File: config.mk
export PLATFORM = sky130hd
export DESIGN_NAME = hilo_muldiv
export DESIGN_NICKNAME = d
export VERILOG_FILES = /design/src/rtl/hilo_muldiv.sv
export SDC_FILE = /design/constraint.sdc
export NUM_CORES = 1
export LEC_CHECK = 0
export ABC_AREA = 0
export BUFFER_PORTS_ARGS = -buffer_cell sky130_fd_sc_hd__buf_2
export CAP_MARGIN = 40
export CORE_MARGIN = 1.5
export CORE_UTILIZATION = 35
export DETAILED_ROUTE_END_ITERATION = 12
export SLEW_MARGIN = 5
export SYNTH_ARGS = -nofsm -noshare
export SYNTH_HDL_FRONTEND = slang
export SYNTH_SLANG_ARGS = --single-unit
File: constraint.sdc
create_clock -name clk -period 8.82 [get_ports clk]
set_input_delay 0.882 -clock clk [delete_from_list [all_inputs] [get_ports clk]]
set_output_delay 0.882 -clock clk [all_outputs]
set_load 0.1 [all_outputs]
File: src/rtl/hilo_muldiv.sv
// HI/LO multiply-divide unit: 32-iteration shift-add multiply and restoring
// divide, with MTHI/MTLO writes accepted only while idle.
module hilo_muldiv (
  input  logic        clk,
  input  logic        rst_n,
  input  logic        start,
  input  logic [1:0]  op,
  input  logic [31:0] a,
  input  logic [31:0] b,
  input  logic        hi_wren,
  input  logic        lo_wren,
  input  logic [31:0] wr_data,
  output logic        busy,
  output logic        done,
  output logic [31:0] hi,
  output logic [31:0] lo
);

  typedef enum logic [1:0] {S_IDLE, S_RUN, S_FIN} state_t;

  state_t      state_q;
  logic [4:0]  cnt_q;
  logic        is_div_q, neg_q_q, neg_r_q, dz_q;
  logic [31:0] a_q, d_q;
  logic [63:0] p_q;
  logic        busy_q, done_q;
  logic [31:0] hi_q, lo_q;

  logic        is_signed, a_neg, b_neg;
  logic [31:0] a_mag, b_mag;
  logic [32:0] mul_sum;
  logic [31:0] div_diff;
  logic        div_ge;
  logic [63:0] step_d, prod;
  logic [31:0] quo, rem, res_hi_d, res_lo_d;

  always_comb begin
    is_signed = ~op[0];
    a_neg     = is_signed & a[31];
    b_neg     = is_signed & b[31];
    a_mag     = a_neg ? -a : a;
    b_mag     = b_neg ? -b : b;
  end

  // p_q low half holds the multiplier (mult) or dividend (div) and is
  // consumed from the right/left as result bits are shifted in.
  always_comb begin
    mul_sum  = {1'b0, p_q[63:32]} + (p_q[0] ? {1'b0, d_q} : 33'd0);
    div_ge   = p_q[63:31] >= {1'b0, d_q};
    div_diff = p_q[62:31] - d_q;
    if (is_div_q)
      step_d = div_ge ? {div_diff, p_q[30:0], 1'b1} : {p_q[62:0], 1'b0};
    else
      step_d = {mul_sum, p_q[31:1]};
  end

  always_comb begin
    prod = neg_q_q ? -p_q : p_q;
    quo  = neg_q_q ? -p_q[31:0] : p_q[31:0];
    rem  = neg_r_q ? -p_q[63:32] : p_q[63:32];
    if (!is_div_q) begin
      res_hi_d = prod[63:32];
      res_lo_d = prod[31:0];
    end else if (dz_q) begin
      res_hi_d = a_q;
      res_lo_d = '1;
    end else begin
      res_hi_d = rem;
      res_lo_d = quo;
    end
  end

  always_ff @(posedge clk or negedge rst_n) begin
    if (!rst_n) begin
      state_q  <= S_IDLE;
      cnt_q    <= '0;
      is_div_q <= 1'b0;
      neg_q_q  <= 1'b0;
      neg_r_q  <= 1'b0;
      dz_q     <= 1'b0;
      a_q      <= '0;
      d_q      <= '0;
      p_q      <= '0;
      busy_q   <= 1'b0;
      done_q   <= 1'b0;
      hi_q     <= '0;
      lo_q     <= '0;
    end else begin
      done_q <= 1'b0;
      case (state_q)
        S_IDLE: begin
          if (hi_wren) hi_q <= wr_data;
          if (lo_wren) lo_q <= wr_data;
          if (start) begin
            state_q  <= S_RUN;
            busy_q   <= 1'b1;
            cnt_q    <= '0;
            is_div_q <= op[1];
            neg_q_q  <= a_neg ^ b_neg;
            neg_r_q  <= a_neg;
            dz_q     <= (b == '0);
            a_q      <= a;
            d_q      <= op[1] ? b_mag : a_mag;
            p_q      <= {32'd0, op[1] ? a_mag : b_mag};
          end
        end
        S_RUN: begin
          p_q   <= step_d;
          cnt_q <= cnt_q + 5'd1;
          if (cnt_q == 5'd31) state_q <= S_FIN;
        end
        S_FIN: begin
          hi_q    <= res_hi_d;
          lo_q    <= res_lo_d;
          done_q  <= 1'b1;
          busy_q  <= 1'b0;
          state_q <= S_IDLE;
        end
        default: state_q <= S_IDLE;
      endcase
    end
  end

  assign busy = busy_q;
  assign done = done_q;
  assign hi   = hi_q;
  assign lo   = lo_q;

endmodule

Word-level counts from Yosys, hierarchy flattened --
Index checks and enable logic that the tools add are counted.
Operators by class: add/sub/neg operators 8, $lt $le $gt $ge 1, eq/ne operators 7, muxes and demuxes 28, bitwise logic cells 4, reduce and logical (&&, ||, !) cells 10
Operator list (count):
- $mux W32 | 13
- $mux W64 | 4
- $neg A32 Y32 | 4
- $pmux W32 S2 | 2
- $pmux W64 S2 | 1
- $neg A64 Y64 | 1
- $add A32 B32 Y33 | 1
- $ge A33 B32 Y1 | 1
- $logic_not A32 Y1 | 1
- $sub A32 B32 Y32 | 1
- $reduce_and A2 Y1 | 6
- $pmux W5 S2 | 1
- $ne A2 B2 Y1 const B | 4
- $add A5 B1 Y5 const B | 1
- $eq A5 B5 Y1 const B | 1
- $mux W5 | 1
- $mux W2 | 2
- $pmux W2 S2 | 1
- $reduce_bool A2 Y1 | 2
- $and A1 B1 Y1 | 2
- $eq A2 B1 Y1 const B | 1
- $eq A2 B2 Y1 const B | 1
- $logic_not A2 Y1 | 1
- $mux W1 | 2
- other kinds (3) | 3
Storage, ports and cells: flip-flop bits (word level) 205, output and inout port bits 66, word-level logic and storage cells 71

Logic depth before layout (Yosys ltp) --
depth in word-level cells 6, depth in mapped cells 15, gate-level depth less buffers 13

Least setup slack after synthesis --
OpenSTA, ideal clock, no wires.
path type input port to flip-flop, start in b[0], end reg d_q[26], arrival 3166 ps, data required time 8688 ps, slack 5522 ps, stages on the path 10, buffers on the path 1, cells stage by stage inv_1 -> ha_1 -> or4b_1 -> or4_1 -> clkbuf_1 -> nor4_2 -> a21oi_1 -> xor2_1 -> a211oi_1 -> a21oi_1
Between the ends: longest elaborated chain between the ends 3
Ends and longest elaborated chain:
- start: declaration | line 9 | input logic [31:0] b,
- $neg A32 Y32 | line 42 | b_mag = b_neg ? -b : b;
- $mux W32 | line 42
- $mux W32 | line 103 | d_q <= op[1] ? b_mag : a_mag;
- end signal: assignment | line 103
- end: declaration | line 24 | logic [31:0] a_q, d_q;
Every way passes these cells. A chain may end at the register's enable or synchronous reset.

Worst setup path after layout --
start reg p_q[39], end reg p_q[63]
Between the ends: longest elaborated chain between the ends 4, elaborated cells between the ends (all ways) 6
Ends and longest elaborated chain:
- start: declaration | line 25 | logic [63:0] p_q;
- start signal: assignment | line 104 | p_q <= {32'd0, op[1] ? a_mag : b_mag};
- start signal: assignment | line 108 | p_q <= step_d;
- $sub A32 B32 Y32 / $ge A33 B32 Y1 (equally long branches) | line 50, 49
- $mux W64 | line 52 | step_d = div_ge ? {div_diff, p_q[30:0], 1'b1} : {p_q[62:0], 1'b0};
- $mux W64 (*) | line 51 | if (is_div_q)
- $pmux W64 S2 (*) | line 90 | case (state_q)
Mark *: on every way between the ends. The rest lies on a longest branch, timed or not.

==> metrics.txt <==
run status finished clean; worst IR drop on VDD about 210 uV; final critical-path required period between 4 and 5 ns; drt first pass iters 6; share of cell area taken by muxes after synthesis around 3.9%; Overflow after GRT 0; area share of xor/xnor cells in the synthesized design 8.83%; required time worst endpoint 9.25 ns; Nets ~2400; cell type of the slowest stage on the worst timing path sky130_fd_sc_hd__or4b_1; distinct cell type count after synthesis a little over 80; share of the core filled with cells around two fifths; CP arrival between 4 and 5 ns; clock insertion delay at the later pin of the skew report ~0.57 ns; vertical extent of the die roughly 220 um; vias in the first global route between 15000 and 20000; actual transition at the worst max-transition pin between 0.9 and 1 ns; Post-CTS Setup Bufs 0; critical setup path kind reg -> reg; library cell with the largest summed area after synthesis sky130_fd_sc_hd__dfrtp_1; initial detailed-routing violation count around 2100; first-pass GRT wire length slightly above 100000 um; FF+latch count, synth ~210; Worst Hold Class in -> async; count of maximum capacitance violations 0; R2R Setup Slk 4.68 ns; power density over cell area a little under 500 nW/um2; count of yosys warnings during synthesis 0; H-tree lvl count 1; boundary pin count around 170; share of synthesized flip-flops with an asynchronous set or reset 100%; worst-path cell chain ha_1, a21o_1, a31o_2, and2_1, or4b_1, and3_1, nor2_4, buf_4, mux2i_1, o21ai_0, a32o_1; slew margin rel. between 30% and 40%; beginning of the worst register-to-register path p_q[39]; fraction of the yosys area taken by sequential cells a little under a third; post-cts gate resize count 0; pin count of the biggest net entering global routing 91; most instantiated cells after synthesis 317 x sky130_fd_sc_hd__nand2_1, 215 x sky130_fd_sc_hd__o21ai_0, 205 x sky130_fd_sc_hd__dfrtp_1; via count roughly 18000; core box area about 48000 um2; number of nets with antenna violations after routing 0; IO buf count approximately 170; final number of hold-violating endpoints 0; Post-synth EDFFs 0; total negative slack for setup checks 0 ns; Most used DFF post-synth sky130_fd_sc_hd__dfrtp_1; DRC viols 0; Post-Syn Nets 2371; clk root buf sky130_fd_sc_hd__clkbuf_16; most numerous cell in the Yosys netlist sky130_fd_sc_hd__nand2_1; Num CTS Buffers 26; total of endpoints with negative setup slack in the final report 0; TritonCTS clock tree yes; basic-gate share of the synthesized area counting and, or, nand and nor cells just over 20%; final WL roughly 67000 um; standard-cell rows 80; die outline area about 50000 um2; adder and majority gate portion of the synthesized area between 5 and 6%; All-Layer GR Usage a little over a quarter; hpwl dp about 51000 um; area fraction of the dominant cell type after synthesis between 30 and 40%; Worst Setup SP p_q[39]; Worst Reg-to-Reg Cells 11; initial core utilization around 36%; final antenna diode count 0; netlist area before placement 17000 um2; CP max FO 49; detailed-route vias per instance 6.04; number of hold-repair buffers added at the cts stage 0; Reg clk slew, reported paths 0.06 ns; Area growth syn-to-layout 13.8%; number of antenna violations at the first check in global routing 0; Critical Path Sink Type flip-flop; Compound-Gate Fraction of Synth Area about 26%; Post-Synthesis Cells 2196; share of post-route cells with drive strength above 1 approximately an eighth; combinational family with the most area after synthesis compound AO/OA/AOI/OAI gates; number of fill cells about 4900; clock sink count around 210; highest attainable clock frequency between 200 and 250 MHz; worst reg2reg path endpoint p_q[63]; top post-synthesis cells by area sky130_fd_sc_hd__dfrtp_1 30%, sky130_fd_sc_hd__nand2_1 7.0%, sky130_fd_sc_hd__o21ai_0 6.3%, sky130_fd_sc_hd__ha_1 5.2%, sky130_fd_sc_hd__a21oi_1 5.0%; crit-path max cell delay roughly 0.7 ns; setup skew after layout between 0.02 and 0.025 ns; CP startpoint kind flip-flop; width of the die 223 um; RSZ-0062 raised after global routing false; area of the multi-input gates approximately 11000 um2; gp weighted congestion 1.00; storage element area 5130 um2; final worst path period share a little under half; Routed wire per std cell around 23 um; synthesized area per cell ~7.7 um2; leakage 0.00829 uW; Pins Over Slew Limit 0; tightest hold margin between 0.3 and 0.4 ns; buffer levels on the longest clock path 3
==> flip-flops by register name, summed over array words and instances (netlist names) <==
register	count
a_q	32
d_q	32
cnt_q	5
neg_q_q	1
is_div_q	1
p_q	64
hi	32
done	1
dz_q	1
state_q	2
lo	32
busy	1
neg_r_q	1
==> placed cells by master, fill, tap and decap left out, drive strengths merged, types with 26 or more instances in the layout <==
cell,netlist,layout
xnor2,96,96
o31ai,26,26
a211oi,33,33
nand2,317,317
o211ai,38,38
o22ai,39,39
dfrtp,205,205
mux2i,59,59
xor2,75,75
nor2,178,178
or3,37,37
a21oi,172,172
ha,70,70
nand3,44,44
o21ai,228,228
clkbuf,125,30
inv,68,68
buf,30,201
nor3,39,39
==> logic make-up after synthesis <==
family,after synthesis
compound gates,702
simple gates,756
mux,66
fa+ha+maj,72
xor+xnor,171
buf+inv,224
flops,205
==> area by class of cell <==
type                       instances  share of cell area, %
timing repair buffer             202                   6.18
tap                              615                   3.99
clock buffer                      29                   3.53
sequential                       205                   26.6
multi-input combinational       1767                   57.0
clock inverter                    18                   1.38
inverter                          69                   1.34
==> critical path, delay by kind of cell, from the launching register on <==
kind / cells / cell delay, ns
AO/OA/AOI/OAI: 4 / 0.88
adder cells (fa/ha/maj): 1 / 0.43
buffers and inverters: 1 / 0.54
flip-flops: 1 / 0.65
multiplexers: 1 / 0.25
AND/OR/NAND/NOR: 4 / 1.26
==> how the worst max path moves through the flow <==
stage | endpoint | cells past startpoint
after detailed placement | p_q[59] | 11
after floorplan | d_q[26] | 10
after global placement | p_q[62] | 12
after CTS | p_q[59] | 11
after global routing | p_q[41] | 11
final | p_q[63] | 11
==> metrics by stage <==
step | cell area, um2 | power, uW | setup slack (ns) | instances
floorplan | 17000 | 6420 | 5.52 | 2196
global placement | 18200 | 8010 | 4.63 | 2850
detailed placement | 18300 | 8100 | 4.78 | 2858
CTS | 19300 | 9320 | 4.75 | 2905
global route | 19300 | 10000 | 4.54 | 2905
finish | 19300 | 9430 | 4.68 | 2905
==> layer usage <==
| layer | track usage [%] | wire, um |
|---|---|---|
| met4 | 8.69 | 2240 |
| met1 | 37.7 | 29500 |
| met2 | 40.1 | 29100 |
| met5 | 0 | 0 |
| met3 | 5.31 | 6260 |
==> where the power goes <==
group / internal (uW) / switching (uW) / leakage (uW)
sequential: 1410 / 699 / 0.00248
combinational: 2030 / 4090 / 0.00535
clock: 734 / 464 / 0.000460
Power figures use the tool's default switching activity.
